`config.mk`:
```
export PLATFORM = sky130hd
export DESIGN_NAME = hazard_stall_controller
export DESIGN_NICKNAME = d
export VERILOG_FILES = /design/src/rtl/hazard_stall_controller.sv
export SDC_FILE = /design/constraint.sdc
export NUM_CORES = 1
export LEC_CHECK = 0
export ABC_AREA = 1
export CAP_MARGIN = 5
export CORE_UTILIZATION = 40
export CTS_BUF_LIST = sky130_fd_sc_hd__clkbuf_4 sky130_fd_sc_hd__clkbuf_8
export CTS_CLUSTER_SIZE = 14
export DETAILED_ROUTE_END_ITERATION = 16
export PLACE_DENSITY = 0.74
export SLEW_MARGIN = 10
export SYNTH_ARGS = -nofsm -noshare
export SYNTH_HDL_FRONTEND = slang
export SYNTH_SLANG_ARGS = --single-unit
```
`constraint.sdc`:
```
create_clock -name clk -period 5.29 [get_ports clk]
set_clock_uncertainty 0.1 [all_clocks]
set_input_delay 0.529 -clock clk [delete_from_list [all_inputs] [get_ports clk]]
set_output_delay 0.529 -clock clk [all_outputs]
set_load 0.01 [all_outputs]
```
`src/rtl/hazard_stall_controller.sv`:
```
// Pipeline sequencer for the 5-stage RISC-V core: load-use stalls, data-memory
// freezes, branch/jump redirects, sticky error flags and saturating counters.
module hazard_stall_controller #(
  parameter int LOAD_USE_STALLS = 1,
  parameter int TIMEOUT_CYCLES  = 256
) (
  input  logic        clk,
  input  logic        reset,
  input  logic [4:0]  id_rs1_i,
  input  logic [4:0]  id_rs2_i,
  input  logic        id_use_rs1_i,
  input  logic        id_use_rs2_i,
  input  logic        ex_mem_read_i,
  input  logic [4:0]  ex_rd_i,
  input  logic        ex_branch_i,
  input  logic        ex_taken_i,
  input  logic        ex_jump_i,
  input  logic [31:0] ex_target_i,
  input  logic        dmem_busy_i,
  output logic        pc_write_o,
  output logic        ifid_write_o,
  output logic        idex_write_o,
  output logic        exmem_write_o,
  output logic        ifid_flush_o,
  output logic        idex_flush_o,
  output logic        pc_sel_o,
  output logic [31:0] pc_target_o,
  output logic        misalign_o,
  output logic        timeout_o,
  output logic [31:0] stall_cnt_o,
  output logic [31:0] flush_cnt_o
);

  typedef enum logic [1:0] {
    RUN      = 2'd0,
    LU_STALL = 2'd1,
    MEM_WAIT = 2'd2
  } state_e;

  localparam logic [1:0]  LU_INIT  = 2'(LOAD_USE_STALLS - 1);
  localparam logic [16:0] WAIT_MAX = 17'(TIMEOUT_CYCLES);

  state_e      state_q, state_d;
  state_e      resume_q, resume_d;
  state_e      eff_state;
  logic [1:0]  lu_cnt_q, lu_cnt_d;
  logic [16:0] wait_cnt_q, wait_cnt_d;
  logic        misalign_q, misalign_d;
  logic        timeout_q, timeout_d;
  logic [31:0] stall_cnt_q, stall_cnt_d;
  logic [31:0] flush_cnt_q, flush_cnt_d;
  logic        rs1_match, rs2_match;
  logic        hazard, redirect;

  assign rs1_match = id_use_rs1_i && (id_rs1_i == ex_rd_i);
  assign rs2_match = id_use_rs2_i && (id_rs2_i == ex_rd_i);
  assign hazard    = ex_mem_read_i && (ex_rd_i != 5'd0) && (rs1_match || rs2_match);
  assign redirect  = (ex_branch_i && ex_taken_i) || ex_jump_i;

  // Once memory releases, MEM_WAIT behaves exactly like the state it interrupted.
  assign eff_state = (state_q == MEM_WAIT) ? resume_q : state_q;

  always_comb begin
    pc_write_o    = 1'b0;
    ifid_write_o  = 1'b0;
    idex_write_o  = 1'b0;
    exmem_write_o = 1'b0;
    ifid_flush_o  = 1'b0;
    idex_flush_o  = 1'b0;
    pc_sel_o      = 1'b0;
    pc_target_o   = 32'd0;
    state_d       = state_q;
    resume_d      = resume_q;
    lu_cnt_d      = lu_cnt_q;
    wait_cnt_d    = wait_cnt_q;
    misalign_d    = misalign_q;
    timeout_d     = timeout_q;
    flush_cnt_d   = flush_cnt_q;
    if (!reset) begin
      if (dmem_busy_i) begin
        state_d = MEM_WAIT;
        if (state_q != MEM_WAIT) resume_d = state_q;
        if (wait_cnt_q < WAIT_MAX) wait_cnt_d = wait_cnt_q + 17'd1;
        if (wait_cnt_d == WAIT_MAX) timeout_d = 1'b1;
      end else begin
        wait_cnt_d = 17'd0;
        state_d    = eff_state;
        if (redirect) begin
          pc_write_o    = 1'b1;
          ifid_write_o  = 1'b1;
          idex_write_o  = 1'b1;
          exmem_write_o = 1'b1;
          ifid_flush_o  = 1'b1;
          idex_flush_o  = 1'b1;
          pc_sel_o      = 1'b1;
          pc_target_o   = {ex_target_i[31:1], 1'b0};
          state_d       = RUN;
          lu_cnt_d      = 2'd0;
          if (flush_cnt_q != 32'hFFFF_FFFF) flush_cnt_d = flush_cnt_q + 32'd1;
          if (ex_target_i[1]) misalign_d = 1'b1;
        end else if (eff_state == LU_STALL || hazard) begin
          // Freeze PC and IF/ID, inject a bubble into ID/EX, let older stages drain.
          idex_write_o  = 1'b1;
          exmem_write_o = 1'b1;
          idex_flush_o  = 1'b1;
          if (eff_state == LU_STALL) begin
            lu_cnt_d = lu_cnt_q - 2'd1;
            state_d  = (lu_cnt_q == 2'd1) ? RUN : LU_STALL;
          end else if (LOAD_USE_STALLS > 1) begin
            lu_cnt_d = LU_INIT;
            state_d  = LU_STALL;
          end else begin
            state_d = RUN;
          end
        end else begin
          pc_write_o    = 1'b1;
          ifid_write_o  = 1'b1;
          idex_write_o  = 1'b1;
          exmem_write_o = 1'b1;
          state_d       = RUN;
        end
      end
    end
  end

  always_comb begin
    stall_cnt_d = stall_cnt_q;
    if (!reset && !pc_write_o && stall_cnt_q != 32'hFFFF_FFFF) stall_cnt_d = stall_cnt_q + 32'd1;
  end

  always_ff @(posedge clk) begin
    if (reset) begin
      state_q     <= RUN;
      resume_q    <= RUN;
      lu_cnt_q    <= 2'd0;
      wait_cnt_q  <= 17'd0;
      misalign_q  <= 1'b0;
      timeout_q   <= 1'b0;
      stall_cnt_q <= 32'd0;
      flush_cnt_q <= 32'd0;
    end else begin
      state_q     <= state_d;
      resume_q    <= resume_d;
      lu_cnt_q    <= lu_cnt_d;
      wait_cnt_q  <= wait_cnt_d;
      misalign_q  <= misalign_d;
      timeout_q   <= timeout_d;
      stall_cnt_q <= stall_cnt_d;
      flush_cnt_q <= flush_cnt_d;
    end
  end

  assign misalign_o  = misalign_q;
  assign timeout_o   = timeout_q;
  assign stall_cnt_o = stall_cnt_q;
  assign flush_cnt_o = flush_cnt_q;

endmodule

```
Word level (Yosys, flattened, before mapping)
Cells that the tools add are included.

Input port bits: 56. Output and inout port bits: 105. Bits in registers: 89. Word-level logic and storage cells: 76.

$add $sub $neg: 4. Reduce and logical (&&, ||, !) cells: 22. Equality and inequality tests: 9. Bitwise logic cells: 3. Mux-type cells: 28. $lt $le $gt $ge: 1.

Operators by type and width (count): $mux 32 (3); $add 32x1->32 const B (2); $ne 32x32->1 const B (2); $mux 17 (3); $add 17x1->17 const B (1); $eq 17x9->1 const B (1); $lt 17x9->1 const B (1); $mux 1 (15); $mux 2 (7); $eq 5x5->1 (2); $reduce_and 3->1 (3); $logic_and 1x1->1 (7); $reduce_bool 5->1 (1); $reduce_or 5->1 (1); $eq 2x1->1 const B (2); $reduce_and 2->1 (2); $reduce_bool 2->1 (2); $logic_or 1x1->1 (3); $not 1->1 (3); $eq 2x2->1 const B (1); $logic_not 1->1 (2); $ne 2x2->1 const B (1); $reduce_or 2->1 (1); $sub 2x1->2 const B (1).

Longest topological paths before layout
Gate-level depths: netlist (run 1).

Depth after elaboration: 12. Depth in mapped cells: 13. Mapped depth without buffers: 12.

Worst setup path after synthesis (run 1)
OpenSTA, ideal clock, no wires.

Path type: input port to output port. From: input ex_rd_i[3]. To: output pc_write_o. Stages on the path: 11. Data required time: 4.661 ns. Path buffers: 2. Path slack: 2.957 ns. Arrival: 1.704 ns. Path through: inv_1 -> nand4_1 -> o21ai_0 -> inv_1 -> nand2_1 -> nand2_1 -> nand2_1 -> nand2_1 -> clkbuf_1 -> nor2_1 -> buf_4.

Word-level cells in the longest chain between the ends: 9. Elaborated cells on any way between the ends: 13. Classes of those cells: 2 x eq/ne; 4 x mux; 7 x reduce/logical.

RTL lines: start: declaration (RTL line 14) `input logic [4:0] ex_rd_i,`; $eq 5x5->1, on equally long branches (RTL line 55, 56); $logic_and 1x1->1, on equally long branches (RTL line 55, 56); $logic_or 1x1->1 (RTL line 57) `assign hazard = ex_mem_read_i && (ex_rd_i != 5'd0) && (rs1_match || rs2_match);`; $logic_and 1x1->1 (*) (RTL line 57); $logic_or 1x1->1 (*) (RTL line 101) `end else if (eff_state == LU_STALL || hazard) begin`; $mux 1 (*) (4 in a row); end: declaration (RTL line 20) `output logic pc_write_o,`.

Every way passes the cells marked *; elsewhere a longest branch is shown, timed or not.

Worst setup path in the final report (run 1)
From: input dmem_busy_i. To: output pc_target_o[14].

Word-level cells in the longest chain between the ends: 2.

RTL lines: start: declaration (RTL line 19) `input logic dmem_busy_i,`; $mux 32 (RTL line 80) `if (dmem_busy_i) begin`; $mux 32 (RTL line 79) `if (!reset) begin`; end: declaration (RTL line 27) `output logic [31:0] pc_target_o,`.

No other way between the ends.

==> summary.md, run 1 <==
| Metric | Value |
|---|---|
| Status | finished, final reports clean |
| Final max-slew violation count | 0 |
| Synthesized area | 5490 um^2 |
| Number of diodes | 0 |
| Crit path kind | primary input to output pin |
| Main combinational cell family by area after synthesis | simple AND/OR/NAND/NOR gates |
| # DRC | 0 |
| Starting Density | between 40% and 50% |
| Slew HR | about a third |
| DR WL/cell | 12.6 um |
| Largest net degree at the start of global routing | between 50 and 60 |
| Post-CTS Hold Fix Bufs | 0 |
| Fin Hold WS | between 300 and 400 ps |
| Post-route design area | approximately 7400 um^2 |
| Vias/cell | between 4 and 5 |
| Synth cell types | 37 |
| Synth Instances | about 900 |
| Layout Utilization | about 55% |
| Synth Register Bits | approximately 90 |
| Register area share after synthesis | between 30 and 40% |
| Number of max-cap violations | 0 |
| Core ar. | around 13000 um^2 |
| Number of buffers added on ports | 158 |
| Final-report hold violation count | 0 |
| Ports | 161 |
| Critical R2R Launch | stall_cnt_o[0]$_SDFFE_PP0P_ |
| Vias in the first global route | around 5400 |
| GR Overflow Total | 0 |
| H-tree levels | 3 |
| Synth Area in Adders | 0.912% |
| Worst reg2reg setup slack | between 2000 and 2500 ps |
| Leakage | 2.80 nW |
| Placement row count | 42 |
| CTS tree | yes |
| Clock slew at reported path FFs | around 90 ps |
| First-pass GRT wire length | 25400 um |
| Area Overhead vs Synth | 34.2% |
| Critical Path Sink Type | output pin |
| Final WL | 15200 um |
| Syn Nets | about 950 |
| Die width | ~120 um |
| Detail Placement HPWL | 11300 um |
| Synth Area in Compound Gates | under 10% |
| DR iter-0 viols | 366 |
| TritonCTS buffer count | 9 |
| DIE AREA | between 10000 and 15000 um^2 |
| Final setup viols | 0 |
| Remaining antenna violation count after routing | 0 |
| Peak VDD IR | about 160 uV |
| Total Routing Usage GR | ~22% |
| Initial antenna violation count | 0 |
| Post-synth EDFFs | 0 |
| P per Cell Area | ~180 nW/um^2 |
| Clock sink count | around 90 |
| First-pass iteration count of the detailed router | 5 |
| Final period utilization | between 60% and 70% |
| Root Buffer | clkbuf_8 |
| Worst endpoint required time | about 4700 ps |
| RR Endpoint | stall_cnt_o[30]$_SDFFE_PP0P_ |
| Final min period | 3530 ps |
| DR vias | about 5900 |
| RSZ-0062 raised after global routing | no |
| Post-synthesis simple-gate area fraction | approximately two fifths |
| Critical path launch point | dmem_busy_i |
| Critical path peak fanout | 32 |
| Peak Freq | around 280 MHz |
| Skew-Pair Late Insertion Delay | ~360 ps |
| Main flop type after synthesis | dfxtp_1 |
| Postcts setup bufs | 0 |
| Nets | approximately 1100 |
| Die Ht | 119 um |
| Actual slew at the worst max-slew pin | 1030 ps |
| Worst R2R Path Depth | 11 |
| Multi-input logic area | just over 3000 um^2 |
| Syn_area_per_cell | between 6 and 7 um^2 |
| Placed Area | roughly 7100 um^2 |
| HP Class | flop to flop |
| Tot Pwr | 0.00136 W |
| YS warnings | 0 |
| Setup TNS | 0 ps |
| Crit path to | pc_target_o[14] |
| FF+latch area | 1780 um^2 |
| Mux contribution to synthesized area | 0% |
| Critical path arrival | between 2000 and 3000 ps |
| Filler instances | 1356 |
| Layout cell share with drive strength beyond 1 | approximately 3.6% |
| Post-Synth XOR/XNOR Area | under 10% |
| Clock Path Buffers | 2 |
| Placer Congestion | 0.883 |
| Post-CTS Resized | 0 |
| CP Launch Type | primary input |
| Async SR Flop Fraction | 0% |
[layer usage]
metal  vias up  share of wire [%]  track usage, %
met4         0                1.3            5.62
met1      2591                 48            29.2
met2       149                 47            35.5
met5         -                  0               0
met3        21                4.7            3.64
li1       3093                  -               -
[worst min-delay path by stage]
| stage | from | end | slack, ps | depth (start not counted) |
|---|---|---|---|---|
| 2_1_floorplan | resume_q[1]$_SDFFE_PP0P_ | resume_q[1]$_SDFFE_PP0P_ | 330 | 2 |
| 3_5_place_dp | wait_cnt_q[10]$_SDFF_PP0_ | wait_cnt_q[10]$_SDFF_PP0_ | 350 | 2 |
| 4_1_cts | wait_cnt_q[10]$_SDFF_PP0_ | wait_cnt_q[10]$_SDFF_PP0_ | 360 | 2 |
| 6_report | wait_cnt_q[10]$_SDFF_PP0_ | wait_cnt_q[10]$_SDFF_PP0_ | 360 | 2 |
| 5_1_grt | wait_cnt_q[10]$_SDFF_PP0_ | wait_cnt_q[10]$_SDFF_PP0_ | 400 | 2 |
| 3_3_place_gp | resume_q[1]$_SDFFE_PP0P_ | resume_q[1]$_SDFFE_PP0P_ | 340 | 2 |
[layout by cell type, fill, tap and decap left out, types with 4 or more instances in the layout]
master / instances
a21oi_1: 57
nand3b_1: 6
ha_1: 4
nand4_1: 46
clkbuf_8: 10
inv_1: 112
nor3_1: 32
nor2_2: 5
clkdlybuf4s50_1: 157
xnor2_1: 14
nor2_1: 149
dfxtp_1: 89
xor2_1: 26
nand2_1: 237
nand3_1: 22
o21ai_0: 24
nor4_1: 5
[cell type report]
cell class,instances,area share [%]
Tap cell,176,2.99
Inverter,117,5.96
Clock buffer,11,1.97
Sequential cell,89,24.2
Timing Repair Buffer,161,21.7
Multi-Input combinational cell,649,42.1
Clock inverter,4,1.04
[Yosys cell counts (3+ instances only)]
| cell type | instances | area (um^2) |
|---|---|---|
| nor2_2 | 5 | 31.3 |
| inv_2 | 3 | 11.3 |
| nand2_1 | 237 | 890 |
| o21ai_0 | 24 | 120 |
| inv_1 | 112 | 420 |
| ha_1 | 4 | 50.1 |
| xnor2_1 | 14 | 123 |
| a21oi_1 | 57 | 285 |
| nor2_1 | 149 | 559 |
| nor3_1 | 32 | 160 |
| nand3b_1 | 6 | 45.0 |
| buf_6 | 4 | 45.0 |
| nor4_1 | 5 | 31.3 |
| buf_4 | 5 | 37.5 |
| nand3_1 | 22 | 110 |
| clkbuf_1 | 22 | 82.6 |
| xor2_1 | 26 | 228 |
| nand4_1 | 46 | 288 |
| dfxtp_1 | 89 | 1780 |
[worst max-delay path: stages]
cell and delay, ps:
clkdlybuf4s50_1 540, nor2_1 240, nand2_1 620, nor2_1 360, clkdlybuf4s50_1 590
[kinds of logic after synthesis]
logic type / count (synthesis)
adder cells (fa/ha/maj): 4
AND/OR/NAND/NOR: 512
AO/OA/AOI/OAI: 92
other: 1
flip-flops: 89
buffers and inverters: 148
XOR/XNOR: 40
[stage by stage]
step,instances,setup WS [ps]
6_report,1207,1760
3_5_place_dp,1192,1760
4_1_cts,1207,1750
5_1_grt,1207,1590
3_3_place_gp,1192,1740
2_1_floorplan,886,2960
[power by group]
part / switching [W] / internal [W] / total [W]
Sequential: 0.00000460 / 0.000674 / 0.000679
Clock: 0.000243 / 0.000284 / 0.000527
Combinational: 0.0000782 / 0.0000742 / 0.000152
Total: 0.000326 / 0.00103 / 0.00136
[registers in the layout, summed over array words and instances, names as in the netlist]
signal and cells:
flush_cnt_o 32, stall_cnt_o 32, wait_cnt_q 17, lu_cnt_q 2, resume_q 2, state_q 2
misalign_o 1, timeout_o 1
Note: power is estimated with default switching activity, not from simulation.
==> run 2: changes to the inputs <==
- clock period: 5.29 -> 3.29 ns (I/O delays scaled with it)
==> summary.md, run 2 (same netlist as run 1, synthesis figures left out) <==
| Metric | Value |
|---|---|
| Status | finished, final reports clean |
| CTS tree | yes |
| Slowest-stage cell, CP | clkdlybuf4s50_1 |
| Vias in the first global route | around 5300 |
| Crit path kind | primary input to output pin |
| Worst endpoint required time | 2860 ps |
| CP Buf/Inv Count | 4 |
| Crit path cell chain | clkdlybuf4s50_1 > inv_1 > nand4_1 > o21ai_0 > inv_1 > nand2_1 > nand2_1 > nand2_1 > nand2_1 > nor2_1 > clkdlybuf4s50_1 |
| DIE AREA | about 14000 um^2 |
| Commonest non-fill, non-tap cell in the layout | nand2_1 |
| TritonCTS buffer count | 9 |
| Final max-slew violation count | 0 |
| Critical path arrival | roughly 2300 ps |
| Placed Area | 7170 um^2 |
| Total Routing Usage GR | 21.4% |
| Clock sink count | between 80 and 90 |
| Final period utilization | between 80% and 90% |
| Remaining antenna violation count after routing | 0 |
| Root Buffer | clkbuf_8 |
| Delay of the slowest critical-path stage | between 500 and 600 ps |
| Peak Freq | 366 MHz |
| Filler instances | 1328 |
| Worst reg2reg setup slack | approximately 840 ps |
| Slew HR | 53.3% |
| First-pass iteration count of the detailed router | 5 |
| Commonest non-fill, non-tap cells in the layout | nand2_1 (237), clkdlybuf4s50_1 (157), nor2_1 (149), inv_1 (112), dfxtp_1 (89) |
| CP dominant cell by count | nand2_1 |
| Number of diodes | 0 |
| Final-report hold violation count | 0 |
| Area Overhead vs Synth | 34.3% |
| Critical path peak fanout | 4 |
| Final setup viols | 0 |
| Nets | ~1100 |
| Skew-Pair Late Insertion Delay | about 380 ps |
| Final WL | between 15000 and 20000 um |
| Actual slew at the worst max-slew pin | roughly 700 ps |
| Ports | 161 |
| Largest delay share family, worst path | buffers and inverters |
| HP Class | flop to flop |
| GR Overflow Total | 0 |
| Detail Placement HPWL | between 10000 and 15000 um |
| P per Cell Area | around 280 nW/um^2 |
| Core ar. | 13300 um^2 |
| RSZ-0062 raised after global routing | no |
| Peak VDD IR | about 170 uV |
| Placer Congestion | about 0.94 |
| Placement row count | 42 |
| Critical Path Sink Type | output pin |
| Leakage | around 2.8 nW |
| Initial antenna violation count | 0 |
| First-pass GRT wire length | ~25000 um |
| CP Launch Type | primary input |
| DR vias | around 6000 |
| Die width | approximately 120 um |
| Vias/cell | 4.94 |
| Largest net degree at the start of global routing | between 50 and 60 |
| Clock Path Buffers | 2 |
| Layout cell share with drive strength beyond 1 | ~4.1% |
| Clock slew at reported path FFs | ~90 ps |
| Post-route design area | 7370 um^2 |
| Die Ht | between 100 and 150 um |
| DR WL/cell | around 13 um |
| Number of buffers added on ports | around 160 |
| Post-CTS Hold Fix Bufs | 0 |
| Final min period | between 2000 and 3000 ps |
| H-tree levels | 3 |
| # DRC | 0 |
| DR iter-0 viols | 337 |
| Starting Density | around two fifths |
| Postcts setup bufs | 0 |
| Number of max-cap violations | 0 |
| Setup TNS | 0 ps |
| Post-CTS Resized | 0 |
run 2: changes by cell type in the layout (fill, tap and decap cells not counted), sizes merged:
cell    before  now
bufinv       2    0
buf          4    8
inv        116  117
clkbuf      11    9
clkinv       2    6
run 2: path summary, 6_finish.rpt:
check / start / to / cells past startpoint
worst min-delay path: resume_q[1]$_SDFFE_PP0P_ / resume_q[1]$_SDFFE_PP0P_ / 2
worst max-delay path: ex_rd_i[3] / ifid_write_o / 11
worst max register to register: flush_cnt_o[0]$_SDFFE_PP0P_ / flush_cnt_o[25]$_SDFFE_PP0P_ / 12
worst min register to register: resume_q[1]$_SDFFE_PP0P_ / resume_q[1]$_SDFFE_PP0P_ / 2
run 2: layout make-up:
cell class                      count  area (um^2)  share of cell area, %
Timing Repair Buffer              165         1630                   22.1
Clock buffer                        9          124                   1.68
Multi-Input combinational cell    649         3100                   42.1
Clock inverter                      7         75.1                   1.02
Sequential cell                    89         1780                   24.2
Inverter                          117          439                   5.96
Tap cell                          176          220                   2.99
run 2: stage by stage:
stage          setup slack (ps)  power [W]  utilization, %  hold WS (ps)  std cells
2_1_floorplan              1300    0.00123               -           316        886
3_3_place_gp                568    0.00136            54.0           341       1196
3_5_place_dp                574    0.00136            54.0           344       1196
4_1_cts                     549    0.00211            55.4           363       1212
5_1_grt                     378    0.00218            55.4           397       1212
6_report                    561    0.00210            55.4           360       1212
run 2: tightest hold or removal path, delay by kind of cell, from the launching register on:
kind	cells	cell delay [ps]
flip-flops	1	320
AO/OA/AOI/OAI	1	50
buffers and inverters	1	50
run 2: where the power goes:
part	total, W	internal [W]	leakage (nW)	switching, W
clock network	0.000758	0.000295	0.0959	0.000463
logic	0.000247	0.000121	1.99	0.000126
registers	0.00109	0.00108	0.718	0.00000770
total	0.00210	0.00150	2.80	0.000596
run 2: metal layers:
layer	GRT usage, %	share of wire, %
met2	35.1	46
met4	6.72	1.3
met1	28.9	48
met5	0	0
met3	2.83	4.7
